--- config.mk ---
export PLATFORM = sky130hd
export DESIGN_NAME = seven_seg
export DESIGN_NICKNAME = d
export VERILOG_FILES = /design/src/rtl/seven_seg_pkg.sv /design/src/rtl/hex_to_seg.sv /design/src/rtl/seven_seg.sv
export SDC_FILE = /design/constraint.sdc
export NUM_CORES = 1
export LEC_CHECK = 0
export BUFFER_PORTS_ARGS = -buffer_cell sky130_fd_sc_hd__buf_2
export CORE_ASPECT_RATIO = 1.1
export CORE_UTILIZATION = 55
export CTS_CLUSTER_SIZE = 40
export DETAILED_ROUTE_END_ITERATION = 16
export GPL_ROUTABILITY_DRIVEN = 0
export GPL_TIMING_DRIVEN = 0
export HOLD_SLACK_MARGIN = 0.15
export PLACE_DENSITY = 0.82
export SETUP_SLACK_MARGIN = 0.3
export SYNTH_ARGS = -nofsm -noshare
export SYNTH_HDL_FRONTEND = slang
export SYNTH_SLANG_ARGS = --single-unit
--- constraint.sdc ---
create_clock -name clk -period 3.24 [get_ports clk]
set_input_delay 0.324 -clock clk [delete_from_list [all_inputs] [get_ports clk]]
set_output_delay 0.324 -clock clk [all_outputs]
set_load 0.01 [all_outputs]
--- src/rtl/seven_seg_pkg.sv ---
// Shared constants for the 8-digit multiplexed seven-segment driver.
// Segment patterns are {A,B,C,D,E,F,G}, active-low (0 = lit).
package seven_seg_pkg;

  localparam int NUM_DIGITS = 8;

  localparam logic [6:0] SEG_0     = 7'b0000001;
  localparam logic [6:0] SEG_1     = 7'b1001111;
  localparam logic [6:0] SEG_2     = 7'b0010010;
  localparam logic [6:0] SEG_3     = 7'b0000110;
  localparam logic [6:0] SEG_4     = 7'b1001100;
  localparam logic [6:0] SEG_5     = 7'b0100100;
  localparam logic [6:0] SEG_6     = 7'b0100000;
  localparam logic [6:0] SEG_7     = 7'b0001111;
  localparam logic [6:0] SEG_8     = 7'b0000000;
  localparam logic [6:0] SEG_9     = 7'b0000100;
  localparam logic [6:0] SEG_A     = 7'b0001000;
  localparam logic [6:0] SEG_B     = 7'b1100000;
  localparam logic [6:0] SEG_C     = 7'b0110001;
  localparam logic [6:0] SEG_D     = 7'b1000010;
  localparam logic [6:0] SEG_E     = 7'b0110000;
  localparam logic [6:0] SEG_F     = 7'b0111000;
  localparam logic [6:0] SEG_BLANK = 7'h7F;

  localparam logic [NUM_DIGITS-1:0] ANODES_OFF = 8'hFF;

endpackage

--- src/rtl/hex_to_seg.sv ---
// Combinational hex nibble to active-low {A..G} segment pattern decoder.
module hex_to_seg
  import seven_seg_pkg::*;
(
  input  logic [3:0] hex,
  output logic [6:0] seg
);

  always_comb begin
    // NOTE: a default ahead of the case keeps every path assigned, so no latch is inferred.
    seg = SEG_BLANK;
    case (hex)
      4'h0: seg = SEG_0;
      4'h1: seg = SEG_1;
      4'h2: seg = SEG_2;
      4'h3: seg = SEG_3;
      4'h4: seg = SEG_4;
      4'h5: seg = SEG_5;
      4'h6: seg = SEG_6;
      4'h7: seg = SEG_7;
      4'h8: seg = SEG_8;
      4'h9: seg = SEG_9;
      4'hA: seg = SEG_A;
      4'hB: seg = SEG_B;
      4'hC: seg = SEG_C;
      4'hD: seg = SEG_D;
      4'hE: seg = SEG_E;
      4'hF: seg = SEG_F;
      default: seg = SEG_BLANK;
    endcase
  end

endmodule

--- src/rtl/seven_seg.sv ---
// Demo driver: a slow 32-bit up-counter shown as 8 hex digits on a
// common-anode, time-multiplexed seven-segment display.
module seven_seg
  import seven_seg_pkg::*;
#(
  parameter int REFRESH_CYCLES = 100000,
  parameter int TICK_CYCLES    = 100000000
) (
  input  logic       clk,
  input  logic       rst_n,
  output logic       A,
  output logic       B,
  output logic       C,
  output logic       D,
  output logic       E,
  output logic       F,
  output logic       G,
  output logic [7:0] Anode_Activate
);

  localparam int RW = (REFRESH_CYCLES > 1) ? $clog2(REFRESH_CYCLES) : 1;
  localparam int TW = (TICK_CYCLES > 1) ? $clog2(TICK_CYCLES) : 1;
  localparam logic [RW-1:0] REF_LAST  = RW'(REFRESH_CYCLES - 1);
  localparam logic [TW-1:0] TICK_LAST = TW'(TICK_CYCLES - 1);

  logic [RW-1:0] ref_cnt_q, ref_cnt_d;
  logic [TW-1:0] tick_cnt_q, tick_cnt_d;
  logic [2:0]    idx_q, idx_d;
  logic [31:0]   value_q, value_d;
  logic [7:0]    anode_q, anode_d;
  logic [6:0]    seg_q, seg_d;
  logic [3:0]    nibble;
  logic [6:0]    seg_dec;

  hex_to_seg u_hex_to_seg (
    .hex (nibble),
    .seg (seg_dec)
  );

  // Outputs are decoded from the current index/value; a wrap this cycle
  // is therefore seen by the output registers on the following edge.
  always_comb begin
    ref_cnt_d  = ref_cnt_q + 1'b1;
    tick_cnt_d = tick_cnt_q + 1'b1;
    idx_d      = idx_q;
    value_d    = value_q;
    if (ref_cnt_q == REF_LAST) begin
      ref_cnt_d = '0;
      idx_d     = idx_q + 3'd1;
    end
    if (tick_cnt_q == TICK_LAST) begin
      tick_cnt_d = '0;
      value_d    = value_q + 32'd1;
    end
    nibble  = value_q[{idx_q, 2'b00} +: 4];
    anode_d = ~(8'b1 << idx_q);
    seg_d   = seg_dec;
  end

  always_ff @(posedge clk) begin
    // NOTE: sequential state uses non-blocking assignments so every flop samples pre-edge values.
    if (!rst_n) begin
      ref_cnt_q  <= '0;
      tick_cnt_q <= '0;
      idx_q      <= '0;
      value_q    <= '0;
      anode_q    <= ANODES_OFF;
      seg_q      <= SEG_BLANK;
    end else begin
      ref_cnt_q  <= ref_cnt_d;
      tick_cnt_q <= tick_cnt_d;
      idx_q      <= idx_d;
      value_q    <= value_d;
      anode_q    <= anode_d;
      seg_q      <= seg_d;
    end
  end

  assign {A, B, C, D, E, F, G} = seg_q;
  assign Anode_Activate         = anode_q;

endmodule

; ---- Yosys cells after proc, flatten, opt, wreduce, memory -nomap -nowiden
; Memories as Yosys holds them, arrays and structs flattened. A register that Yosys moved wholly into a read port is not among the register bits.
; Cells that the tools add are included.
[word_totals]
regBits = 87
n_memories = 1
out_inout_bits = 15
word_cells = 19
mem_bits_ro = 112
[op_classes]
shifts = 2
n_reduce_logical = 3
add_sub_neg = 4
bitwise = 2
n_eq_ne = 2
[memory_table]
columns = memory, depth, word_bits, read_ports, rd_clocked_by_memory_dff, wr, line_no
row1 = (no name shown), 16, 7, 1, 1, 0, hex_to_seg.sv:12  ; case (hex)
[ops]
columns = op, count
row1 = $add A32 B1 Y32 const B, 1
row2 = $shiftx A32 B6 Y4, 1
row3 = $add A27 B1 Y27 const B, 1
row4 = $eq A27 B27 Y1 const B, 1
row5 = $add A17 B1 Y17 const B, 1
row6 = $eq A17 B17 Y1 const B, 1
row7 = $not A8 Y8, 1
row8 = $shl A1 B3 Y8 const A, 1
row9 = $reduce_or A2 Y1, 2
row10 = $add A3 B1 Y3 const B, 1
row11 = $logic_not A1 Y1, 1
row12 = $not A1 Y1, 1

; ---- Longest topological paths before layout
; Gate-level depths: netlist of run 1.
[logic_depth]
ltp_word = 2
depth_mapped = 9

; ---- Modules after synthesis
; A second synthesis of run 1 with hierarchy kept.
[hier_totals]
hier_cells = 523
area_unflattened_um2 = 4698.3
[modules_own_cells]
columns = mod, cells_each, seq_area_each_um2, n_inst, area_each_um2
row1 = seven_seg, 488, 1881.8, 1, 4450.5
row2 = hex_to_seg, 35, 0.0, 1, 247.7

; ---- Worst setup path before layout of run 1
; OpenSTA, ideal clock, no wires.
[synth_timing]
path_kind = register to register
start = reg idx_q[0]
end = reg seg_q[2]
setup_slack_ps = 893
stages_incl_launch_ff = 7
synth_period_minus_slack_ps = 2347
setup_time_ps = 122
arrival_time_ps = 2226
path_buffers = 1
required_time_ps = 3118
cell_sequence = dfxtp_1 -> buf_2 -> mux4_2 -> mux2i_1 -> inv_1 -> ha_1 -> a221o_1
[synth_via]
elab_chain_len = 1
[synth_lines]
columns = item, line_no
row1 = start: declaration, seven_seg.sv:28  ; logic [2:0] idx_q, idx_d;
row2 = start signal: assignment, seven_seg.sv:72  ; idx_q <= idx_d;
row3 = $shiftx A32 B6 Y4, seven_seg.sv:55  ; nibble = value_q[{idx_q, 2'b00} +: 4];
row4 = end: declaration, seven_seg.sv:31  ; logic [6:0] seg_q, seg_d;
; No other way between the ends.
; A chain may end at the register's enable or synchronous reset.

; ---- Worst setup path in the final report of run 1
[layout_timing]
start = reg idx_q[0]
end = reg seg_q[6]
; Same word-level chain as after synthesis.

==> impl_metrics.env, run 1 <==
export IMPL_outcome="complete, no violations"
export IMPL_synthArstFlopShare_pct=0
export IMPL_rsz0062_at_grt="false"
export IMPL_synthCells=507
export IMPL_n_antenna_cell=0
export IMPL_fp_dieW_um=88.74
export IMPL_port_buffers=16
export IMPL_fillCellCount=687
export IMPL_wl_um=9058
export IMPL_synth_top_area_share_pct=41.34
export IMPL_post_cts_resize_count=0
export IMPL_avgViaCountPerCell=5.739
export IMPL_hold_path_end="value_q[5]"
export IMPL_swShare_pct=24.95
export IMPL_drv_cap=0
export IMPL_htreeDepth=3
export IMPL_fin_nets=551
export IMPL_dieArea_um2=8645
export IMPL_grt_start_max_net_pins=19
export IMPL_fmax_mhz=364.4
export IMPL_area_growth_pct=8.878
export IMPL_yosys_top_cells_area="dfxtp_1, nor2_1, xor2_1, xnor2_1, ha_1"
export IMPL_syn_avg_cell_area_um2=8.978
export IMPL_hold_path_depth=3
export IMPL_synth_mux_area_share_pct=6.405
export IMPL_num_rows=34
export IMPL_ant_nets=0
export IMPL_internal_power_mw=1.477
export IMPL_synthSimpleGateAreaFrac_pct=28.23
export IMPL_synth_warning_count=0
export IMPL_r2r_start="idx_q[0]"
export IMPL_synth_seq_cells=94
export IMPL_clk_pin_slew_ns=0.10
export IMPL_dpl_cell_count=631
export IMPL_first_pass_iters=5
export IMPL_clk_latency_ns=0.37
export IMPL_synth_edf_count=0
export IMPL_worstPathArrival_ns=2.98
export IMPL_combinationalPowerShare_pct=2.3
export IMPL_slowest_stage="mux4_2"
export IMPL_critPathBufInv=2
export IMPL_numCtsBuffers=9
export IMPL_fin_setup_tns_ns=0
export IMPL_drive_gt1_share_pct=9.647
export IMPL_fin_crit_sh_pct=84.70
export IMPL_reg2reg_depth=7
export IMPL_antenna_found_initial=0
export IMPL_grt_pass1_wl_um=15560
export IMPL_power_switching_mw=0.4911
export IMPL_seq_power_share_pct=59.6
export IMPL_cts_tree="built"
export IMPL_io_pins=17
export IMPL_slowest_delay_ns=0.56
export IMPL_worst_slew_pin_slew_ns=0.6707
export IMPL_cts_hold_buf=0
export IMPL_grt_pass1_vias=3518
export IMPL_hp_class="in2reg"
export IMPL_drtIter0Drc=190
export IMPL_cts_root_buf="clkbuf_8"
export IMPL_drcViolationCount=0
export IMPL_r2r_slack_ns=0.50
export IMPL_clock_power_share_pct=38.1
export IMPL_cp_cell_sequence="buf_2, mux4_2, mux2i_1, inv_1, ha_1, nor3b_1, o21ai_0"
export IMPL_drv_slew=0
export IMPL_avgRoutedWirePerCell_um=14.00
export IMPL_coreArea_um2=7955
export IMPL_grt_overflow=0
export IMPL_rr_endpoint="seg_q[6]"
export IMPL_vdd_drop_max_mv=0.2545
export IMPL_synth_area_leader_cell="dfxtp_1"
export IMPL_layout_setup_ws_ns=0.4957
export IMPL_critPathLaunchType="register"
export IMPL_grt_usage_pct=22.68
export IMPL_end_kind="register"
export IMPL_dp_hpwl_um=6647
export IMPL_critPathKind="reg2reg"
export IMPL_maxSlewHeadroom_pct=54.01
export IMPL_numClockSinks=94
export IMPL_setup_viol=0
export IMPL_start_util_pct=57.22
export IMPL_critPathMaxFanout=10
export IMPL_min_from="rst_n"
export IMPL_synth_ff_type="dfxtp_1"
export IMPL_hold_ws_ns=0.3245
export IMPL_synth_xor_area_share_pct=9.621
export IMPL_power_total_mw=1.968
export IMPL_required_ns=3.48
export IMPL_synthAdderAreaFrac_pct=4.123
export IMPL_path_delay_family="multiplexers"
export IMPL_syn_cell_area_um2=4552
export IMPL_post_cts_repair_setup_buffers=0
export IMPL_clock_path_buffers=2
export IMPL_synth_distinct_cells=50
export IMPL_fin_cells=647
export IMPL_die_h_um=97.42
export IMPL_synth_top_family_by_area="simple AND/OR/NAND/NOR gates"
export IMPL_num_vias=3713
export IMPL_fin_skew_ns=0.007373
export IMPL_hold_viol=0
export IMPL_fin_crit_ns=2.744
export IMPL_ys_seq_area_share_pct=41.34
export IMPL_leakage_nw=1.773
export IMPL_synth_compound_area_share_pct=7.037
export IMPL_synthesis_nets=524
export IMPL_power_density_nw_per_um2=397.2
export IMPL_pre_cts_ws_ns=0.4945
## cell type report
cell class | instances | area (um2) | area share, %
Clock buffer | 9 | 123.9 | 2.499
Timing Repair Buffer | 16 | 80.08 | 1.616
Tap cell | 108 | 135.1 | 2.727
Inverter | 17 | 63.81 | 1.288
Multi-Input combinational cell | 375 | 2522 | 50.90
Sequential cell | 94 | 1882 | 37.97
Clock inverter | 7 | 65.06 | 1.313
Buffer | 21 | 83.83 | 1.691
## state kept, by name, summed over array words and instances, names as in the netlist
name            cells
value_q            32
tick_cnt_q         27
ref_cnt_q          17
Anode_Activate      8
seg_q               7
idx_q               3
## cell families (layout without fill, tap and decap cells)
family | after synthesis | after routing
simple gates | 239 | 239
fa+ha+maj | 15 | 15
flops | 94 | 94
xor+xnor | 50 | 50
buf+inv | 38 | 70
mux | 19 | 19
compound gates | 52 | 52
## routing by layer
| metal | vias to the layer above | share of wire [%] | track usage, % |
|---|---|---|---|
| li1 | 1854 | - | - |
| met3 | 19 | 4.5 | 5.438 |
| met2 | 79 | 48 | 37.04 |
| met5 | - | 0 | 0 |
| met4 | 0 | 2.0 | 8.313 |
| met1 | 1761 | 46 | 28.68 |
## cell usage in the layout, fill, tap and decap left out, types with 2 or more instances in the layout
cell / n
o211ai_1: 6
a21oi_1: 18
nand4_1: 24
ha_1: 15
buf_2: 20
clkbuf_8: 9
nor4_1: 3
mux4_2: 8
o31ai_1: 7
xor2_1: 28
o21a_1: 2
nand2_1: 38
and4_1: 10
nand2b_1: 2
or4_1: 10
o21ai_0: 12
nor3_1: 11
and3_1: 16
xnor2_1: 22
nor2_1: 69
and2_1: 6
clkbuf_1: 16
dfxtp_1: 94
nand3_1: 26
clkinv_4: 2
inv_1: 15
or3_1: 7
nand3b_1: 3
inv_6: 2
mux2i_1: 10
inv_8: 2
nor3b_1: 3
## worst max-delay path by stage
stage                     slack, ns        to  startpoint  depth (start not counted)
after floorplan                0.89  seg_q[2]    idx_q[0]                          6
after global placement         0.64  seg_q[3]    idx_q[0]                          9
after detailed placement       0.49  seg_q[3]    idx_q[0]                          9
after CTS                      0.50  seg_q[3]    idx_q[0]                          9
after global routing           0.30  seg_q[3]    idx_q[0]                          9
final                          0.50  seg_q[6]    idx_q[0]                          7
## tightest hold or removal path, cell delays in order
cell and delay, ns:
buf_2 0.10, inv_2 0.09, a21oi_1 0.14
## synth_stat cells, types with 2 or more instances
cell type / instances
and4_1: 10
nand2_1: 38
ha_1: 15
o31ai_1: 7
and2_1: 6
or4_1: 10
clkbuf_1: 16
and3_1: 16
or3_1: 7
dfxtp_1: 94
o21a_1: 2
mux2i_1: 10
nand2b_1: 2
nor3b_1: 3
nand4_1: 24
o21ai_0: 12
inv_1: 15
a21oi_1: 18
nor3_1: 11
mux4_2: 8
nor4_1: 3
xnor2_1: 22
nand3_1: 26
xor2_1: 28
nor2_1: 69
buf_2: 4
o211ai_1: 6
nand3b_1: 3
## stage by stage
step	area (um2)	utilization, %
2_1_floorplan	4552	-
3_3_place_gp	4767	59.92
3_5_place_dp	4767	59.92
4_1_cts	4956	62.30
5_1_grt	4956	62.30
6_report	4956	62.30
## power by group through the flow
stage / Combinational [mW] / Sequential, mW / Clock, mW
after CTS: 0.0461 / 1.17 / 0.767
after global placement: 0.0449 / 1.20 / 0
final: 0.0456 / 1.17 / 0.750
after detailed placement: 0.0458 / 1.20 / 0
after global routing: 0.0517 / 1.17 / 0.826
after floorplan: 0.0278 / 1.20 / 0
No activity file was read; power rests on OpenSTA's default activity.
==> run 2, diff against run 1 <==
--- a/config.mk
+++ b/config.mk
@@ -5,6 +5,7 @@
 export SDC_FILE = /design/constraint.sdc
 export NUM_CORES = 1
 export LEC_CHECK = 0
+export ABC_AREA = 1
 export BUFFER_PORTS_ARGS = -buffer_cell sky130_fd_sc_hd__buf_2
 export CORE_ASPECT_RATIO = 1.1
 export CORE_UTILIZATION = 55
==> constraint.sdc (replaced) <==
create_clock -name clk -period 2.6 [get_ports clk]
set_input_delay 0.26 -clock clk [delete_from_list [all_inputs] [get_ports clk]]
set_output_delay 0.26 -clock clk [all_outputs]
set_load 0.01 [all_outputs]
==> run 2 against run 1 <==
Against the previous run:
- area after synthesis is 21% higher
- largest power group unchanged
- sequential share of layout area down 6.3 points
- critical path type unchanged
- fmax increased by 28%
==> impl_metrics.env, run 2 <==
export IMPL_port_buffers=15
export IMPL_worstPathArrival_ns=2.46
export IMPL_synth_ff_type="dfxtp_1"
export IMPL_ant_nets=0
export IMPL_top_register="value_q"
export IMPL_area_growth_pct=8.271
export IMPL_swShare_pct=22.01
export IMPL_hold_ws_ns=0.1834
export IMPL_fin_skew_ns=0.01133
export IMPL_dieArea_um2=10390
export IMPL_num_vias=5402
export IMPL_reg2reg_depth=12
export IMPL_dp_hpwl_um=9573
export IMPL_power_switching_mw=0.5555
export IMPL_synth_warning_count=0
export IMPL_drv_slew=0
export IMPL_synthesis_nets=894
export IMPL_cp_common_cell="nand3_1"
export IMPL_synth_seq_cells=94
export IMPL_outcome="complete, no violations"
export IMPL_fillCellCount=903
export IMPL_critPathLaunchType="register"
export IMPL_grt_pass1_vias=4930
export IMPL_end_kind="register"
export IMPL_n_antenna_cell=0
export IMPL_power_density_nw_per_um2=424.5
export IMPL_synth_top_area_share_pct=34.27
export IMPL_hp_class="in2reg"
export IMPL_avgRoutedWirePerCell_um=12.34
export IMPL_internal_power_mw=1.969
export IMPL_die_h_um=106.8
export IMPL_r2r_start="idx_q[0]"
export IMPL_first_pass_iters=5
export IMPL_yosys_top_cells_area="dfxtp_1, nand2_1, nor2_1, nand3_1, inv_1"
export IMPL_grt_overflow=0
export IMPL_synth_area_leader_cell="dfxtp_1"
export IMPL_clock_power_share_pct=39.7
export IMPL_vdd_drop_max_mv=0.2850
export IMPL_cp_cell_sequence="clkbuf_4, buf_4, o21ai_0, nand2_1, nand3_1, nand2_2, inv_1, ha_1, inv_1, nand3_1, or2_2, nand3_1"
export IMPL_wl_um=12680
export IMPL_cts_root_buf="clkbuf_8"
export IMPL_numClockSinks=94
export IMPL_maxSlewHeadroom_pct=68.24
export IMPL_fp_dieW_um=97.27
export IMPL_grt_usage_pct=25.54
export IMPL_syn_cell_area_um2=5492
export IMPL_rr_endpoint="seg_q[4]"
export IMPL_yosysMostFrequentCell="nand2_1"
export IMPL_io_pins=17
export IMPL_seq_area_um2=1882
export IMPL_multi_input_area_um2=3100
export IMPL_worst_slew_pin_slew_ns=0.4728
export IMPL_fmax_mhz=465.1
export IMPL_fin_crit_sh_pct=82.69
export IMPL_critPathMaxFanout=10
export IMPL_grt_start_max_net_pins=16
export IMPL_r2r_slack_ns=0.45
export IMPL_cp_endpoint="seg_q[4]"
export IMPL_htreeDepth=3
export IMPL_avgViaCountPerCell=5.260
export IMPL_hold_viol=0
export IMPL_slowest_stage="dfxtp_1"
export IMPL_fin_cells=1027
export IMPL_drcViolationCount=0
export IMPL_drtIter0Drc=290
export IMPL_clk_pin_slew_ns=0.09
export IMPL_synth_distinct_cells=34
export IMPL_start_util_pct=57.58
export IMPL_path_delay_family="simple AND/OR/NAND/NOR gates"
export IMPL_grt_pass1_wl_um=21830
export IMPL_num_rows=37
export IMPL_dpl_cell_count=1009
export IMPL_numCtsBuffers=9
export IMPL_antenna_found_initial=0
export IMPL_drive_gt1_share_pct=8.132
export IMPL_cts_tree="built"
export IMPL_seq_power_share_pct=57.8
export IMPL_clock_path_buffers=2
export IMPL_critPathBufInv=4
export IMPL_rsz0062_at_grt="false"
export IMPL_leakage_nw=2.343
export IMPL_combinationalPowerShare_pct=2.5
export IMPL_fin_setup_tns_ns=0
export IMPL_final_common_cell="nand2_1"
export IMPL_worstSetupPathDepth=12
export IMPL_synthCells=877
export IMPL_slowest_delay_ns=0.37
export IMPL_synthArstFlopShare_pct=0
export IMPL_final_cell_mix="nand2_1, nor2_1, inv_1, dfxtp_1, nand3_1"
export IMPL_power_total_mw=2.524
export IMPL_yosys_top_cells_count="nand2_1, nor2_1, inv_1"
export IMPL_drv_cap=0
export IMPL_crit_path_start="idx_q[0]"
export IMPL_top_regs="value_q: 32 flops, tick_cnt_q: 27 flops, ref_cnt_q: 17 flops"
export IMPL_required_ns=2.91
export IMPL_largest_reg_flops=32
export IMPL_ys_seq_area_share_pct=34.27
export IMPL_synth_edf_count=0
export IMPL_setup_viol=0
export IMPL_clk_latency_ns=0.36
export IMPL_coreArea_um2=9537
export IMPL_critPathKind="reg2reg"
export IMPL_cts_hold_buf=0
export IMPL_syn_avg_cell_area_um2=6.262
export IMPL_fin_crit_ns=2.150
export IMPL_fin_nets=922
==> run 2: power groups by stage <==
stage | Combinational, mW | Sequential (mW) | Clock (mW)
floorplan | 0.0407 | 1.50 | 0
global placement | 0.0612 | 1.49 | 0
detailed placement | 0.0626 | 1.49 | 0
CTS | 0.0629 | 1.46 | 1.03
global route | 0.0714 | 1.46 | 1.09
finish | 0.0622 | 1.46 | 1.00
==> run 2: worst min-delay path by stage <==
| stage | endpoint | slack [ns] | depth (start not counted) | startpoint |
|---|---|---|---|---|
| after global placement | ref_cnt_q[0] | 0.43 | 1 | ref_cnt_q[0] |
| final | value_q[0] | 0.18 | 3 | rst_n |
| after detailed placement | ref_cnt_q[0] | 0.44 | 1 | ref_cnt_q[0] |
| after CTS | value_q[0] | 0.17 | 3 | rst_n |
| after global routing | value_q[0] | 0.19 | 3 | rst_n |
| after floorplan | ref_cnt_q[0] | 0.42 | 1 | ref_cnt_q[0] |
==> run 2: area by class of cell <==
class                      instances  area share, %
sequential                        94          31.65
timing repair buffer              17          1.515
multi-input combinational        657          52.15
inverter                         108          6.839
buffer                            18          1.894
tap                              117          2.462
clock buffer                      11          2.546
clock inverter                     5         0.9470
==> run 2: what timing repair did <==
action                     in CTS  in global routing
setup endpoints to repair       1                  4
gates resized for setup         2                  2
pin swaps                       0                  1
setup buffers                   0                  2
==> run 2: layer usage <==
layer	track usage [%]	up-vias	share of wire [%]
li1	-	2809	-
met1	30.95	2402	44
met2	44.32	153	48
met3	3.651	38	4.4
met4	12.92	0	3.7
met5	0	-	0
==> run 2: through the flow <==
stage / area (um2) / setup WS (ns) / util [%]
finish: 5946 / 0.4501 / 62.35
global route: 5946 / 0.3208 / 62.35
CTS: 5926 / 0.3322 / 62.14
detailed placement: 5713 / 0.2771 / 59.91
global placement: 5713 / 0.2971 / 59.91
floorplan: 5492 / 0.6830 / -
==> run 2: worst register-to-register path, cell delays in order (launching register included) <==
cell	delay (ns)
dfxtp_1	0.37
clkbuf_4	0.20
buf_4	0.19
o21ai_0	0.14
nand2_1	0.09
nand3_1	0.12
nand2_2	0.12
inv_1	0.08
ha_1	0.24
inv_1	0.10
nand3_1	0.11
or2_2	0.29
nand3_1	0.06
==> run 2: logic make-up after synthesis <==
group | Yosys count | share of synthesized area (%)
simple gates | 558 | 43.52
buf+inv | 126 | 9.319
flops | 94 | 34.27
compound gates | 62 | 5.970
xor+xnor | 22 | 3.509
fa+ha+maj | 15 | 3.418
==> run 3, diff against run 2 <==
==> constraint.sdc (replaced) <==
create_clock -name clk -period 2.22 [get_ports clk]
set_input_delay 0.222 -clock clk [delete_from_list [all_inputs] [get_ports clk]]
set_output_delay 0.222 -clock clk [all_outputs]
set_load 0.01 [all_outputs]
==> run 3 against run 2 <==
Against the previous run:
- sequential share of layout area shrank 1.4 points
- flip-flop and latch count stayed put
- fmax up 15%
- design area rose by 4.7%
- critical endpoint unchanged
- largest power group unchanged
==> impl_metrics.env, run 3 (synthesized netlist as in run 2, its figures left out) <==
export IMPL_seq_power_share_pct=57.6
export IMPL_dpl_instance_area_um2=5713
export IMPL_drcViolationCount=0
export IMPL_dieArea_um2=10390
export IMPL_rsz0062_at_grt="true"
export IMPL_worstPathArrival_ns=2.17
export IMPL_combinationalPowerShare_pct=2.6
export IMPL_dpl_cell_count=1009
export IMPL_drv_cap=0
export IMPL_drtIter0Drc=360
export IMPL_internal_power_mw=2.308
export IMPL_power_density_nw_per_um2=476.3
export IMPL_critPathBufInv=4
export IMPL_setup_viol=0
export IMPL_power_switching_mw=0.6562
export IMPL_clk_pin_slew_ns=0.09
export IMPL_avgRoutedWirePerCell_um=13.04
export IMPL_fin_skew_ns=0.01146
export IMPL_cp_common_cell="nand3_1"
export IMPL_leakage_nw=2.467
export IMPL_worst_slew_pin_slew_ns=0.4803
export IMPL_cp_cell_sequence="buf_8, buf_8, o211ai_1, nand3_1, nand2_2, inv_2, ha_2, inv_2, nand3_1, or2_4, nand3_1"
export IMPL_required_ns=2.53
export IMPL_grt_pass1_wl_um=22020
export IMPL_clock_power_share_pct=39.8
export IMPL_htreeDepth=3
export IMPL_coreArea_um2=9537
export IMPL_swShare_pct=22.14
export IMPL_outcome="complete, no violations"
export IMPL_r2r_slack_ns=0.36
export IMPL_fmax_mhz=536.7
export IMPL_reg2reg_depth=11
export IMPL_hold_path_end="ref_cnt_q[0]"
export IMPL_numClockSinks=94
export IMPL_top_register="value_q"
export IMPL_final_area_um2=6223
export IMPL_num_rows=37
export IMPL_fin_nets=938
export IMPL_critPathMaxFanout=8
export IMPL_clock_path_buffers=2
export IMPL_avgViaCountPerCell=5.318
export IMPL_slowest_stage="dfxtp_2"
export IMPL_drive_gt1_share_pct=11.45
export IMPL_final_common_cell="nand2_1"
export IMPL_drv_slew=0
export IMPL_min_from="ref_cnt_q[0]"
export IMPL_largest_reg_flops=32
export IMPL_wl_um=13600
export IMPL_numCtsBuffers=9
export IMPL_grt_overflow=0
export IMPL_first_pass_iters=6
export IMPL_grt_pass1_vias=4971
export IMPL_r2r_start="idx_q[0]"
export IMPL_fin_crit_ns=1.863
export IMPL_cts_root_buf="clkbuf_8"
export IMPL_hp_class="reg2reg"
export IMPL_fin_cells=1043
export IMPL_clk_latency_ns=0.37
export IMPL_area_growth_pct=13.33
export IMPL_rr_endpoint="seg_q[4]"
export IMPL_start_util_pct=57.58
export IMPL_n_antenna_cell=0
export IMPL_ant_nets=0
export IMPL_grt_start_max_net_pins=16
export IMPL_final_cell_mix="nand2_1, nor2_1, inv_1, dfxtp_1, nand3_1"
export IMPL_fin_crit_sh_pct=83.93
export IMPL_io_pins=17
export IMPL_antenna_found_initial=0
export IMPL_port_buffers=15
export IMPL_top_regs="value_q: 32 flops, tick_cnt_q: 27 flops, ref_cnt_q: 17 flops"
export IMPL_path_delay_family="simple AND/OR/NAND/NOR gates"
export IMPL_fp_dieW_um=97.27
export IMPL_vdd_drop_max_mv=0.3357
export IMPL_critPathLaunchType="register"
export IMPL_dp_hpwl_um=9573
export IMPL_end_kind="register"
export IMPL_slowest_delay_ns=0.34
export IMPL_critPathKind="reg2reg"
export IMPL_hold_viol=0
export IMPL_num_vias=5547
export IMPL_cts_tree="built"
export IMPL_maxSlewHeadroom_pct=67.73
export IMPL_die_h_um=106.8
export IMPL_grt_usage_pct=25.80
export IMPL_hold_path_depth=1
==> run 3: cell count changes in the layout (fill, tap and decap cells not counted), sizes merged <==
cell / change
buf: +13
dlygate4sd3: +1
clkinvlp: +1
clkbuf: +2
clkinv: -1
==> run 3: layout make-up <==
cell class,instances,area (um2)
clock buffer,11,151.4
multi-input combinational,657,3183
tap,117,146.4
sequential,94,1884
buffer,18,140.1
inverter,108,414.1
timing repair buffer,33,247.7
fill,847,3313
clock inverter,5,56.30
==> run 3: worst max path at each step <==
stage                   from  endpoint  slack, ns  cells past startpoint
finish              idx_q[0]  seg_q[4]       0.36                     11
global route        idx_q[0]  seg_q[5]       0.25                     13
CTS                 idx_q[0]  seg_q[4]       0.29                     11
detailed placement  idx_q[0]  seg_q[4]      -0.10                     12
global placement    idx_q[0]  seg_q[4]      -0.08                     12
floorplan           idx_q[0]  seg_q[4]       0.30                     12
==> run 3: metal layers <==
layer | global-route usage, % | wire (um)
met1 | 31.08 | 5662
met3 | 3.716 | 858
met2 | 44.87 | 6601
met4 | 13.24 | 479
met5 | 0 | 0
==> run 3: per-stage QoR <==
step	hold WS [ns]	setup slack, ns	util, %	setup TNS (ns)	power (mW)
3_3_place_gp	0.4304	-0.08293	59.91	-0.08293	1.820
4_1_cts	0.4558	0.2920	62.75	0	2.995
2_1_floorplan	0.4176	0.3030	-	0	1.799
5_1_grt	0.4735	0.2470	65.26	0	3.072
3_5_place_dp	0.4420	-0.1029	59.91	-0.1098	1.822
6_report	0.4526	0.3567	65.26	0	2.964
==> run 3: power groups by stage <==
stage | sequential [mW] | combinational (mW) | clock (mW)
after floorplan | 1.75 | 0.0477 | 0
after global placement | 1.75 | 0.0717 | 0
after detailed placement | 1.75 | 0.0733 | 0
after CTS | 1.71 | 0.0750 | 1.21
after global routing | 1.71 | 0.0872 | 1.27
final | 1.71 | 0.0764 | 1.18
==> run 3: what timing repair did <==
action | 4_1_cts | 5_1_grt
setup endpoints to repair | 13 | 53
hold buffers | 1 | 0
resized for setup | 13 | 27
cloned | 0 | 2
pin swaps | 3 | 6
hold endpoints to repair | 1 | 0
buffers inserted | 3 | 12
